**config.mk**
```make
export PLATFORM = sky130hd
export DESIGN_NAME = bcd_line_writer_flat
export DESIGN_NICKNAME = d
export VERILOG_FILES = /design/src/rtl/bcd_line_writer_pkg.sv /design/src/rtl/bcd_line_writer_if.sv /design/src/rtl/bcd_line_writer_lead_zero_mask.sv /design/src/rtl/bcd_line_writer.sv /design/src/flat_wrapper.sv
export SDC_FILE = /design/constraint.sdc
export NUM_CORES = 1
export LEC_CHECK = 0
export ABC_CLOCK_PERIOD_IN_PS = 3400
export CAP_MARGIN = 5
export CORE_AREA = 2 2 330 332
export CTS_BUF_LIST = sky130_fd_sc_hd__clkbuf_16
export DETAILED_ROUTE_END_ITERATION = 8
export DIE_AREA = 0 0 332 334
export GPL_TIMING_DRIVEN = 0
export HOLD_SLACK_MARGIN = 0.06
export PLACE_DENSITY = 0.45
export SLEW_MARGIN = 10
export SYNTH_ARGS = -nofsm -noshare
export SYNTH_HDL_FRONTEND = slang
export SYNTH_SLANG_ARGS = --single-unit
```
**constraint.sdc**
```tcl
create_clock -name clock -period 3.4 [get_ports clock]
set_clock_uncertainty 0.1 [all_clocks]
set_input_delay 0.34 -clock clock [delete_from_list [all_inputs] [get_ports clock]]
set_output_delay 0.34 -clock clock [all_outputs]
set_load 0.01 [all_outputs]
```
**src/rtl/bcd_line_writer_pkg.sv**
```systemverilog
// Shared types and helpers for the BCD line writer: FSM state encoding,
// full-scale BCD constant and the digit-to-column mapping.
package bcd_line_writer_pkg;

  typedef enum logic [2:0] {
    StIdle,
    StCheck,
    StIssue,
    StDrain,
    StDone
  } state_e;

  // All-F field pattern for a 5-digit field; marks "no value" in blank-on-F fields.
  localparam logic [19:0] MAX_BCDCOUNT = 20'hFFFFF;

  // Digits at or above the decimal point index sit one column higher,
  // leaving the template's decimal point glyph untouched.
  function automatic logic [7:0] col_index(input logic [7:0] field_pos,
                                           input logic [7:0] digit,
                                           input logic [7:0] dp_index);
    return field_pos + digit + ((digit >= dp_index) ? 8'd1 : 8'd0);
  endfunction

endpackage

```
**src/rtl/bcd_line_writer_if.sv**
```systemverilog
// Request/response bundle of the line writer: line request, glyph ROM port
// and the composed-line result.
interface bcd_line_writer_if #(
  parameter int unsigned NUM_FIELDS = 4,
  parameter int unsigned DIGITS     = 5,
  parameter int unsigned LINE_CHARS = 46
);

  logic                           start;
  logic [3:0]                     row_addr;
  logic [LINE_CHARS*8-1:0]        template_line;
  logic [NUM_FIELDS*DIGITS*4-1:0] bcd_in;
  logic [7:0]                     char_addr;
  logic [7:0]                     char_data;
  logic [LINE_CHARS*8-1:0]        line_out;
  logic                           busy;
  logic                           done;

  // Requester side: issues lines and provides the glyph ROM response.
  modport master (
    output start, row_addr, template_line, bcd_in, char_data,
    input  char_addr, line_out, busy, done
  );

  // Line writer side.
  modport slave (
    input  start, row_addr, template_line, bcd_in, char_data,
    output char_addr, line_out, busy, done
  );

endinterface

```
**src/rtl/bcd_line_writer_lead_zero_mask.sv**
```systemverilog
// Per-field leading-zero mask: bit d set when digit d is at or above the
// decimal point and it and every more significant digit are zero.
module bcd_line_writer_lead_zero_mask #(
  parameter int unsigned DIGITS   = 5,
  parameter int unsigned DP_INDEX = 2
) (
  input  logic [DIGITS*4-1:0] digits_i,
  output logic [DIGITS-1:0]   mask_o
);

  logic hi_zero;

  // Walk from the most significant digit down, accumulating "all zero so far".
  always_comb begin
    mask_o  = '0;
    hi_zero = 1'b1;
    for (int d = DIGITS - 1; d >= 0; d--) begin
      hi_zero   = hi_zero & (digits_i[d*4 +: 4] == 4'd0);
      mask_o[d] = (d >= int'(DP_INDEX)) && hi_zero;
    end
  end

endmodule

```
**src/rtl/bcd_line_writer.sv**
```systemverilog
// Renders packed BCD fields into a glyph-row bitmap line, one external ROM
// lookup per digit, overlaying the result on a static template line.
module bcd_line_writer
  import bcd_line_writer_pkg::*;
#(
  parameter int unsigned               NUM_FIELDS    = 4,
  parameter int unsigned               DIGITS        = 5,
  parameter int unsigned               LINE_CHARS    = 46,
  parameter logic [NUM_FIELDS*8-1:0]   FIELD_POS     = {8'd0, 8'd15, 8'd24, 8'd39},
  parameter int unsigned               DP_INDEX      = 2,
  parameter logic [NUM_FIELDS-1:0]     BLANK_ON_ZERO = 4'b1000,
  parameter bit                        LZ_SUPPRESS   = 1'b1,
  parameter int unsigned               ROM_LATENCY   = 2
) (
  input logic              clock,
  input logic              reset_n,
  bcd_line_writer_if.slave bus
);

  localparam int unsigned FieldW    = (NUM_FIELDS > 1) ? $clog2(NUM_FIELDS) : 1;
  localparam int unsigned DigitW    = (DIGITS > 1) ? $clog2(DIGITS) : 1;
  localparam int unsigned FieldBits = DIGITS * 4;
  localparam int unsigned BcdBits   = NUM_FIELDS * FieldBits;
  localparam int unsigned LineBits  = LINE_CHARS * 8;

  state_e                state_q, state_d;
  logic [FieldW-1:0]     field_q, field_d;
  logic [DigitW-1:0]     digit_q, digit_d;
  logic [1:0]            drain_q, drain_d;
  logic [BcdBits-1:0]    bcd_q, bcd_d;
  logic [3:0]            row_q, row_d;
  logic [LineBits-1:0]   line_q, line_d;
  logic [ROM_LATENCY-1:0] vld_q;
  logic [7:0]            col_q [ROM_LATENCY];

  logic [FieldBits-1:0]  cur_field;
  logic [7:0]            cur_pos;
  logic                  cur_boz;
  logic [3:0]            cur_digit;
  logic                  cur_supp;
  logic [DIGITS-1:0]     lz_mask;
  logic                  field_blank;
  logic                  last_field;
  logic                  issue_vld;
  logic [7:0]            issue_col;
  logic [7:0]            char_addr;

  // Select the field under work from the snapshot.
  always_comb begin
    cur_field = '0;
    cur_pos   = '0;
    cur_boz   = 1'b0;
    for (int f = 0; f < int'(NUM_FIELDS); f++) begin
      if (field_q == FieldW'(f)) begin
        cur_field = bcd_q[f*FieldBits +: FieldBits];
        cur_pos   = FIELD_POS[f*8 +: 8];
        cur_boz   = BLANK_ON_ZERO[f];
      end
    end
  end

  bcd_line_writer_lead_zero_mask #(
    .DIGITS   (DIGITS),
    .DP_INDEX (DP_INDEX)
  ) u_lead_zero_mask (
    .digits_i (cur_field),
    .mask_o   (lz_mask)
  );

  always_comb begin
    cur_digit = '0;
    cur_supp  = 1'b0;
    for (int d = 0; d < int'(DIGITS); d++) begin
      if (digit_q == DigitW'(d)) begin
        cur_digit = cur_field[d*4 +: 4];
        cur_supp  = LZ_SUPPRESS && lz_mask[d];
      end
    end
  end

  assign field_blank = cur_boz ? (cur_field == '0) : (&cur_field);
  assign last_field  = (field_q == FieldW'(NUM_FIELDS - 1));
  assign issue_col   = col_index(cur_pos, 8'(digit_q), 8'(DP_INDEX));

  always_comb begin
    state_d   = state_q;
    field_d   = field_q;
    digit_d   = digit_q;
    drain_d   = drain_q;
    bcd_d     = bcd_q;
    row_d     = row_q;
    line_d    = line_q;
    issue_vld = 1'b0;
    char_addr = '0;

    // ROM data arriving at the end of the column pipeline lands in the line.
    if (vld_q[ROM_LATENCY-1]) begin
      for (int k = 0; k < int'(LINE_CHARS); k++) begin
        if (col_q[ROM_LATENCY-1] == 8'(k)) begin
          line_d[k*8 +: 8] = bus.char_data;
        end
      end
    end

    unique case (state_q)
      StIdle: begin
        if (bus.start) begin
          line_d  = bus.template_line;
          bcd_d   = bus.bcd_in;
          row_d   = bus.row_addr;
          field_d = '0;
          state_d = StCheck;
        end
      end
      StCheck: begin
        if (field_blank) begin
          if (last_field) begin
            state_d = StDone;
          end else begin
            field_d = field_q + 1'b1;
          end
        end else begin
          digit_d = '0;
          state_d = StIssue;
        end
      end
      StIssue: begin
        char_addr = {cur_digit, row_q};
        // Suppressed digits still spend their cycle so timing stays fixed.
        issue_vld = !cur_supp;
        if (digit_q == DigitW'(DIGITS - 1)) begin
          drain_d = '0;
          state_d = StDrain;
        end else begin
          digit_d = digit_q + 1'b1;
        end
      end
      StDrain: begin
        if (drain_q == 2'(ROM_LATENCY - 1)) begin
          if (last_field) begin
            state_d = StDone;
          end else begin
            field_d = field_q + 1'b1;
            state_d = StCheck;
          end
        end else begin
          drain_d = drain_q + 1'b1;
        end
      end
      StDone: begin
        state_d = StIdle;
      end
      default: begin
        state_d = StIdle;
      end
    endcase
  end

  always_ff @(posedge clock or negedge reset_n) begin
    if (!reset_n) begin
      state_q <= StIdle;
      field_q <= '0;
      digit_q <= '0;
      drain_q <= '0;
      bcd_q   <= '0;
      row_q   <= '0;
      line_q  <= '0;
      vld_q   <= '0;
      for (int k = 0; k < int'(ROM_LATENCY); k++) begin
        col_q[k] <= '0;
      end
    end else begin
      state_q  <= state_d;
      field_q  <= field_d;
      digit_q  <= digit_d;
      drain_q  <= drain_d;
      bcd_q    <= bcd_d;
      row_q    <= row_d;
      line_q   <= line_d;
      vld_q[0] <= issue_vld;
      col_q[0] <= issue_col;
      for (int k = 1; k < int'(ROM_LATENCY); k++) begin
        vld_q[k] <= vld_q[k-1];
        col_q[k] <= col_q[k-1];
      end
    end
  end

  assign bus.char_addr = char_addr;
  assign bus.line_out  = line_q;
  assign bus.busy      = (state_q == StCheck) || (state_q == StIssue) || (state_q == StDrain);
  assign bus.done      = (state_q == StDone);

endmodule

```
**src/flat_wrapper.sv**
```systemverilog
// flat-port wrapper written by rule: the top's interface ports become plain ports
module bcd_line_writer_flat import bcd_line_writer_pkg::*;
#(
  parameter int unsigned               NUM_FIELDS    = 4,
  parameter int unsigned               DIGITS        = 5,
  parameter int unsigned               LINE_CHARS    = 46,
  parameter logic [NUM_FIELDS*8-1:0]   FIELD_POS     = {8'd0, 8'd15, 8'd24, 8'd39},
  parameter int unsigned               DP_INDEX      = 2,
  parameter logic [NUM_FIELDS-1:0]     BLANK_ON_ZERO = 4'b1000,
  parameter bit                        LZ_SUPPRESS   = 1'b1,
  parameter int unsigned               ROM_LATENCY   = 2
)
  (clock, reset_n, bus_start, bus_row_addr, bus_template_line, bus_bcd_in, bus_char_data, bus_char_addr, bus_line_out, bus_busy, bus_done);
  bcd_line_writer_if #(.NUM_FIELDS(NUM_FIELDS), .DIGITS(DIGITS), .LINE_CHARS(LINE_CHARS)) bus_i ();
  input logic clock;
  input logic reset_n;
  input wire logic [$bits(bus_i.start)-1:0] bus_start;
  input wire logic [$bits(bus_i.row_addr)-1:0] bus_row_addr;
  input wire logic [$bits(bus_i.template_line)-1:0] bus_template_line;
  input wire logic [$bits(bus_i.bcd_in)-1:0] bus_bcd_in;
  input wire logic [$bits(bus_i.char_data)-1:0] bus_char_data;
  output wire logic [$bits(bus_i.char_addr)-1:0] bus_char_addr;
  output wire logic [$bits(bus_i.line_out)-1:0] bus_line_out;
  output wire logic [$bits(bus_i.busy)-1:0] bus_busy;
  output wire logic [$bits(bus_i.done)-1:0] bus_done;
  assign bus_i.start = bus_start;
  assign bus_i.row_addr = bus_row_addr;
  assign bus_i.template_line = bus_template_line;
  assign bus_i.bcd_in = bus_bcd_in;
  assign bus_i.char_data = bus_char_data;
  assign bus_char_addr = bus_i.char_addr;
  assign bus_line_out = bus_i.line_out;
  assign bus_busy = bus_i.busy;
  assign bus_done = bus_i.done;
  bcd_line_writer #(.NUM_FIELDS(NUM_FIELDS), .DIGITS(DIGITS), .LINE_CHARS(LINE_CHARS), .FIELD_POS(FIELD_POS), .DP_INDEX(DP_INDEX), .BLANK_ON_ZERO(BLANK_ON_ZERO), .LZ_SUPPRESS(LZ_SUPPRESS), .ROM_LATENCY(ROM_LATENCY)) u_core (.clock(clock), .reset_n(reset_n), .bus(bus_i));
endmodule
```
# [Word-level counts from Yosys, hierarchy flattened]
# Cells that the tools add are included.
[word_totals] reg_bits=480 output_inout_bits=378 wordCells=191
[op_classes] add_sub_neg=5 n_lt_le_gt_ge=1 n_eq_ne=65 mux=88 bitwise=2 reduce_logical=20
[op_table] op="$mux W368" n=3
[op_table] op="$mux W8" n=50
[op_table] op="$eq A8 B5 Y1 const B" n=16
[op_table] op="$eq A8 B6 Y1 const B" n=14
[op_table] op="$mux W20" n=4
[op_table] op="$eq A8 B4 Y1 const B" n=8
[op_table] op="$eq A8 B3 Y1 const B" n=4
[op_table] op="$mux W3" n=8
[op_table] op="$logic_not A20 Y1" n=1
[op_table] op="$mux W4" n=5
[op_table] op="$reduce_and A20 Y1" n=1
[op_table] op="$eq A8 B2 Y1 const B" n=2
[op_table] op="$eq A3 B2 Y1 const B" n=4
[op_table] op="$logic_not A4 Y1" n=3
[op_table] op="$mux W2" n=6
[op_table] op="$pmux W3 S4" n=1
[op_table] op="$add A8 B3 Y8" n=1
[op_table] op="$add A8 B8 Y8" n=1
[op_table] op="$eq A8 B1 Y1 const B" n=1
[op_table] op="$logic_not A8 Y1" n=1
[op_table] op="$ne A2 B2 Y1 const B" n=4
[op_table] op="$reduce_and A4 Y1" n=2
[op_table] op="$mux W1" n=7
[op_table] op="$eq A3 B1 Y1 const B" n=2
[op_table] op="other kinds (21)" n=32

# [Longest topological paths before layout]
[logic_depth] depth_word=13 mapped_depth=12

# [Cells and area by module]
# Synthesis repeated with hierarchy kept, for this count alone.
[hier_totals] hier_cells=2106 hier_area_um2=22181.3
[by_module_without_submodules] module="bcd_line_writer" n_inst=1 cells_each=2097 area_per_inst_um2=22118.7 seq_area_each_um2=11961.5
[by_module_without_submodules] module="bcd_line_writer_lead_zero_mask" n_inst=1 cells_each=9 area_per_inst_um2=62.6 seq_area_each_um2=0.0

# [Least setup slack after synthesis]
# No wires, ideal clock.
[synth_path] path_kind="register to register" startpoint="register u_core.field_q[0]" endpoint="register u_core.state_q[1]" arrival_time_ps=2431 t_required_ps=3180 path_slack_ps=749 stages_incl_launch_ff=12 cell_sequence="dfrtp_1 > inv_1 > ha_1 > nand2b_1 > buf_4 > o22a_1 > a222oi_1 > and4bb_1 > and4_1 > a211oi_2 > and2_4 > a31o_1"
[synth_between] elab_chain_cells=9
[synth_lines] item="start, declared" line="bcd_line_writer.sv:27" source="logic [FieldW-1:0] field_q, field_d;"
[synth_lines] item="start signal, assigned" line="bcd_line_writer.sv:174" source="field_q <= field_d;"
[synth_lines] item="$logic_not A2 Y1" line="bcd_line_writer.sv:54" source="if (field_q == FieldW'(f)) begin"
[synth_lines] item="$mux W20 (4 in series)" line="bcd_line_writer.sv:54"
[synth_lines] item="$reduce_and A20 Y1 / $logic_not A20 Y1 (equally long branches)" line="bcd_line_writer.sv:81" source="assign field_blank = cur_boz ? (cur_field == '0) : (&cur_field);"
[synth_lines] item="$mux W1" line="bcd_line_writer.sv:81"
[synth_lines] item="$ne A3 B3 Y1 (no source line) / $mux W3 (equally long branches)"
[synth_lines] item="$reduce_and A4 Y1 (no source line) / $pmux W3 S4 (equally long branches)"
[synth_lines] item="end signal, assigned" line="bcd_line_writer.sv:161" source="state_q <= StIdle;"
[synth_lines] item="end signal, assigned" line="bcd_line_writer.sv:173" source="state_q <= state_d;"
[synth_lines] item="end, declared" line="bcd_line_writer.sv:26" source="state_e state_q, state_d;"
# Several ways; a longest one is shown, not always the timed one.
# A chain may end at the register's enable or synchronous reset.

# [Worst setup path after layout]
[layout_path] startpoint="register u_core.field_q[0]" endpoint="output port bus_char_addr[5]"
[layout_between] elab_chain_cells=11
[layout_lines] item="$logic_not A2 Y1" line="bcd_line_writer.sv:54"
[layout_lines] item="$mux W20 (3 in series)" line="bcd_line_writer.sv:54"
[layout_lines] item="$mux W20 (*)" line="bcd_line_writer.sv:54"
[layout_lines] item="$mux W4 (4 in series)" line="bcd_line_writer.sv:74" source="if (digit_q == DigitW'(d)) begin"
[layout_lines] item="$mux W4 (*)" line="bcd_line_writer.sv:74"
[layout_lines] item="$mux W8 (*)" line="bcd_line_writer.sv:105" source="unique case (state_q)"
[layout_lines] item="end, declared" line="flat_wrapper.sv:22" source="output wire logic [$bits(bus_i.char_addr)-1:0] bus_char_addr;"
# Every way passes the cells marked *; elsewhere a longest branch is shown, timed or not.

==> metrics.txt <==
row count=approximately 120; Post-synth EDFFs=0; WP data arrival=~3.0 ns; First-pass DRT Iterations=5; GR Util met1=0.261; leading area contributor after synthesis=dfrtp_1; Crit path top cell by count=buf_12; clock sinks=about 480; Finish-stage setup viols=2; Clk network pwr share=0.197; mux cell area share after synthesis=0.208; Most used DFF post-synth=dfrtp_1; Die Y=roughly 330 um; gpl congestion=between 0.8 and 0.9; H-tree levels=2; Int Pwr=around 19 mW; Synth warnings=0; FF-to-FF path depth=8; number of antenna violations at the first check in global routing=47; Synth Instances=around 2100; GRT met3 Usage=0.0680; Synth Area in XOR/XNOR=0.00157; grt peak-use layer=met2; worst reg2reg path endpoint=u_core.bus.line_out[223]; Avg Inst Size Synth=~10 um^2; CP Data Required Time=2.96 ns; Synth Area in Adders=0.00911; io pins=roughly 840; combinational power share=0.480; largest net degree at the start of global routing=between 90 and 100; Post-Syn Area=between 20000 and 25000 um^2; RSZ-0062 raised after global routing=yes; Crit. End Element=output port; share of cells above drive strength 1=0.0972; CTS tree=done; Die Width=~330 um; Die ar.=~110000 um^2; CTS clock-pin slew for the worst setup and hold paths=0.06 ns; Post-Place Worst Slack=-1.21 ns; I/O Buffers=roughly 830; Routed WL=between 100 and 150 mm; first-pass GRT wire length=176 mm; top post-synthesis cells by count=478 x dfrtp_1, 424 x nand2_1, 377 x o21ai_0; Synth Area in Compound Gates=0.111; routing usage on met2=0.394; Seq cells post-synth=478; slowest stage delay, CP=about 0.46 ns; P_sw=12.3 mW; ys async rst share=1.00; count of cell types in the netlist=57; Worst R2R Setup Slack=around 0.22 ns; synth-to-layout area growth=57.3%; WL/cell=roughly 28 um; Flop pwr share=0.323; Hold Crit Class=input port to async pin; failing checks=setup timing; FMAX=291 MHz; DR iter-0 viols=~1200; worst slew pin tran=1.28 ns; Period Utilization, post-route=1.01; setup slack after layout=-0.0377 ns; Crit Path Class=flop to output port; Filler cells=11300; Final Hold Vio Count=0; min cycle time layout=roughly 3.4 ns; slowest CP cell=dfrtp_2; most frequent cell after synthesis=dfrtp_1; DRC Markers=0; power per cell area=around 900 nW/um^2; Yosys top cell area share=0.538; vias in the first global route=~21000; max-capacitance violation count=0; nets=about 3500; worst rel slew slack=0.139; Mapped Nets=~2600; sequential area share after synthesis=0.538; HPWL after DPL=around 98 mm; CP cell instances=ha_4, buf_12, or2_4, buf_12, a21oi_4, o21ai_2, o2111ai_1, o21ai_1, mux2_4, a221oi_2, nor2_1, buf_4; Starting Density=0.206; Lkg Pwr=about 14 nW; VDD IR-drop max=roughly 370 uV; startpoint types=flop; crit-path max FO=6; Critical R2R Launch=u_core.state_q[1]; largest family of logic cells by synthesized area=multiplexers; top post-synthesis cells by area=dfrtp_1 54%, mux2i_1 17%, o21ai_0 8.5%, nand2_1 7.2%, mux2_2 4.3%; hold_ws=roughly 0.12 ns; vias after detailed routing=slightly above 20000; antenna-violating nets left=0; Num CTS Buffers=61; Core ar.=between 100000 and 150000 um^2; clock buffer depth=3; clk_lat worst skew=about 0.66 ns; CTS root buf=clkbuf_16; total grt overflow=0; Sw Share=0.391; Final Max Slew Viols=0; gr usage total=0.224; status=finished, violations left; vias per std cell=about 4.5; Post-Synth Simple-Gate Area=0.104
metal layers:
layer,wire length [um],up-vias
met5,169,-
met4,3370,26
met3,9610,162
met2,64600,734
met1,50700,10300
li1,-,9282
sequential cells by signal, summed over array words and instances, names as in the netlist:
register,cells
u_core.bcd_q,80
u_core.bus.line_out,368
u_core.col_q,14
u_core.digit_q,3
u_core.drain_q,2
u_core.field_q,2
u_core.row_q,4
u_core.state_q,3
u_core.vld_q,2
area by class of cell:
type	count	area (um^2)	area share
inverter	10	42.5	0.00122
buffer	152	724	0.0207
timing repair buffer	860	8670	0.248
antenna	23	57.6	0.00165
clock inverter	44	285	0.00815
tap	1414	1770	0.0506
multi-input combinational	1480	9940	0.284
clock buffer	61	1530	0.0436
sequential	478	12000	0.342
layout by cell type (no fill, tap or decap), types with 8 or more instances in the layout:
cell type	n
a21oi_1	12
a21oi_2	10
and2_1	9
buf_1	19
buf_4	24
clkbuf_1	95
clkbuf_16	64
clkbuf_2	24
clkdlybuf4s50_1	827
clkinv_1	9
dfrtp_1	476
diode_2	23
ha_1	9
inv_1	28
mux2_2	83
mux2i_1	368
nand2_1	424
nand3b_1	10
nor2_1	25
nor2_2	18
nor3_1	8
o211ai_1	9
o21ai_0	373
worst max path at each step:
| stage | to | startpoint |
|---|---|---|
| floorplan | u_core.state_q[1] | u_core.field_q[0] |
| global placement | u_core.bus.line_out[171] | reset_n |
| detailed placement | u_core.bus.line_out[223] | bus_start |
| CTS | bus_char_addr[5] | u_core.field_q[0] |
| global route | bus_char_addr[5] | u_core.field_q[0] |
| finish | bus_char_addr[5] | u_core.field_q[0] |
per-stage QoR:
step	TNS (ns)	instances	area [um^2]	power [mW]	utilization
final	-0.0737	4522	35000	31.5	0.325
after global routing	-0.420	4519	35000	33.3	0.324
after CTS	-0.150	4488	34700	31.4	0.322
after detailed placement	-186.29	4372	32500	24.6	0.302
after global placement	-	4367	32300	24.6	0.300
after floorplan	0	2121	22200	16.0	-
kinds of logic after synthesis:
kind of cell             after synthesis
AO/OA/AOI/OAI                        462
XOR/XNOR                               4
adder cells (fa/ha/maj)               15
buffers and inverters                163
flip-flops                           478
multiplexers                         452
AND/OR/NAND/NOR                      547
timing repair:
item / 4_1_cts / 5_1_grt
pin swaps: 10 / 15
gates resized for setup: 101 / 29
cloned: 0 / 2
hold buffers: 1 / 0
buffers inserted: 11 / 9
endpoints found under the hold margin: 104 / 0
setup endpoints to repair: 295 / 4
critical path: cells and delay by family (launching register included):
family	cells	cell delay (ns)
and+or+nand+nor	2	0.33
adders and majority gates	1	0.19
DFF	1	0.46
muxes	1	0.29
AOI/OAI and AO/OA	5	0.64
buffers and inverters	3	0.43
power by group through the flow:
stage / clock network (mW) / registers [mW] / logic, mW
floorplan: 0 / 10.8 / 5.24
detailed placement: 0 / 10.2 / 14.5
global route: 6.61 / 10.5 / 16.2
global placement: 0 / 10.2 / 14.4
CTS: 6.40 / 10.1 / 14.9
finish: 6.20 / 10.2 / 15.1
Power figures use the tool's default switching activity.
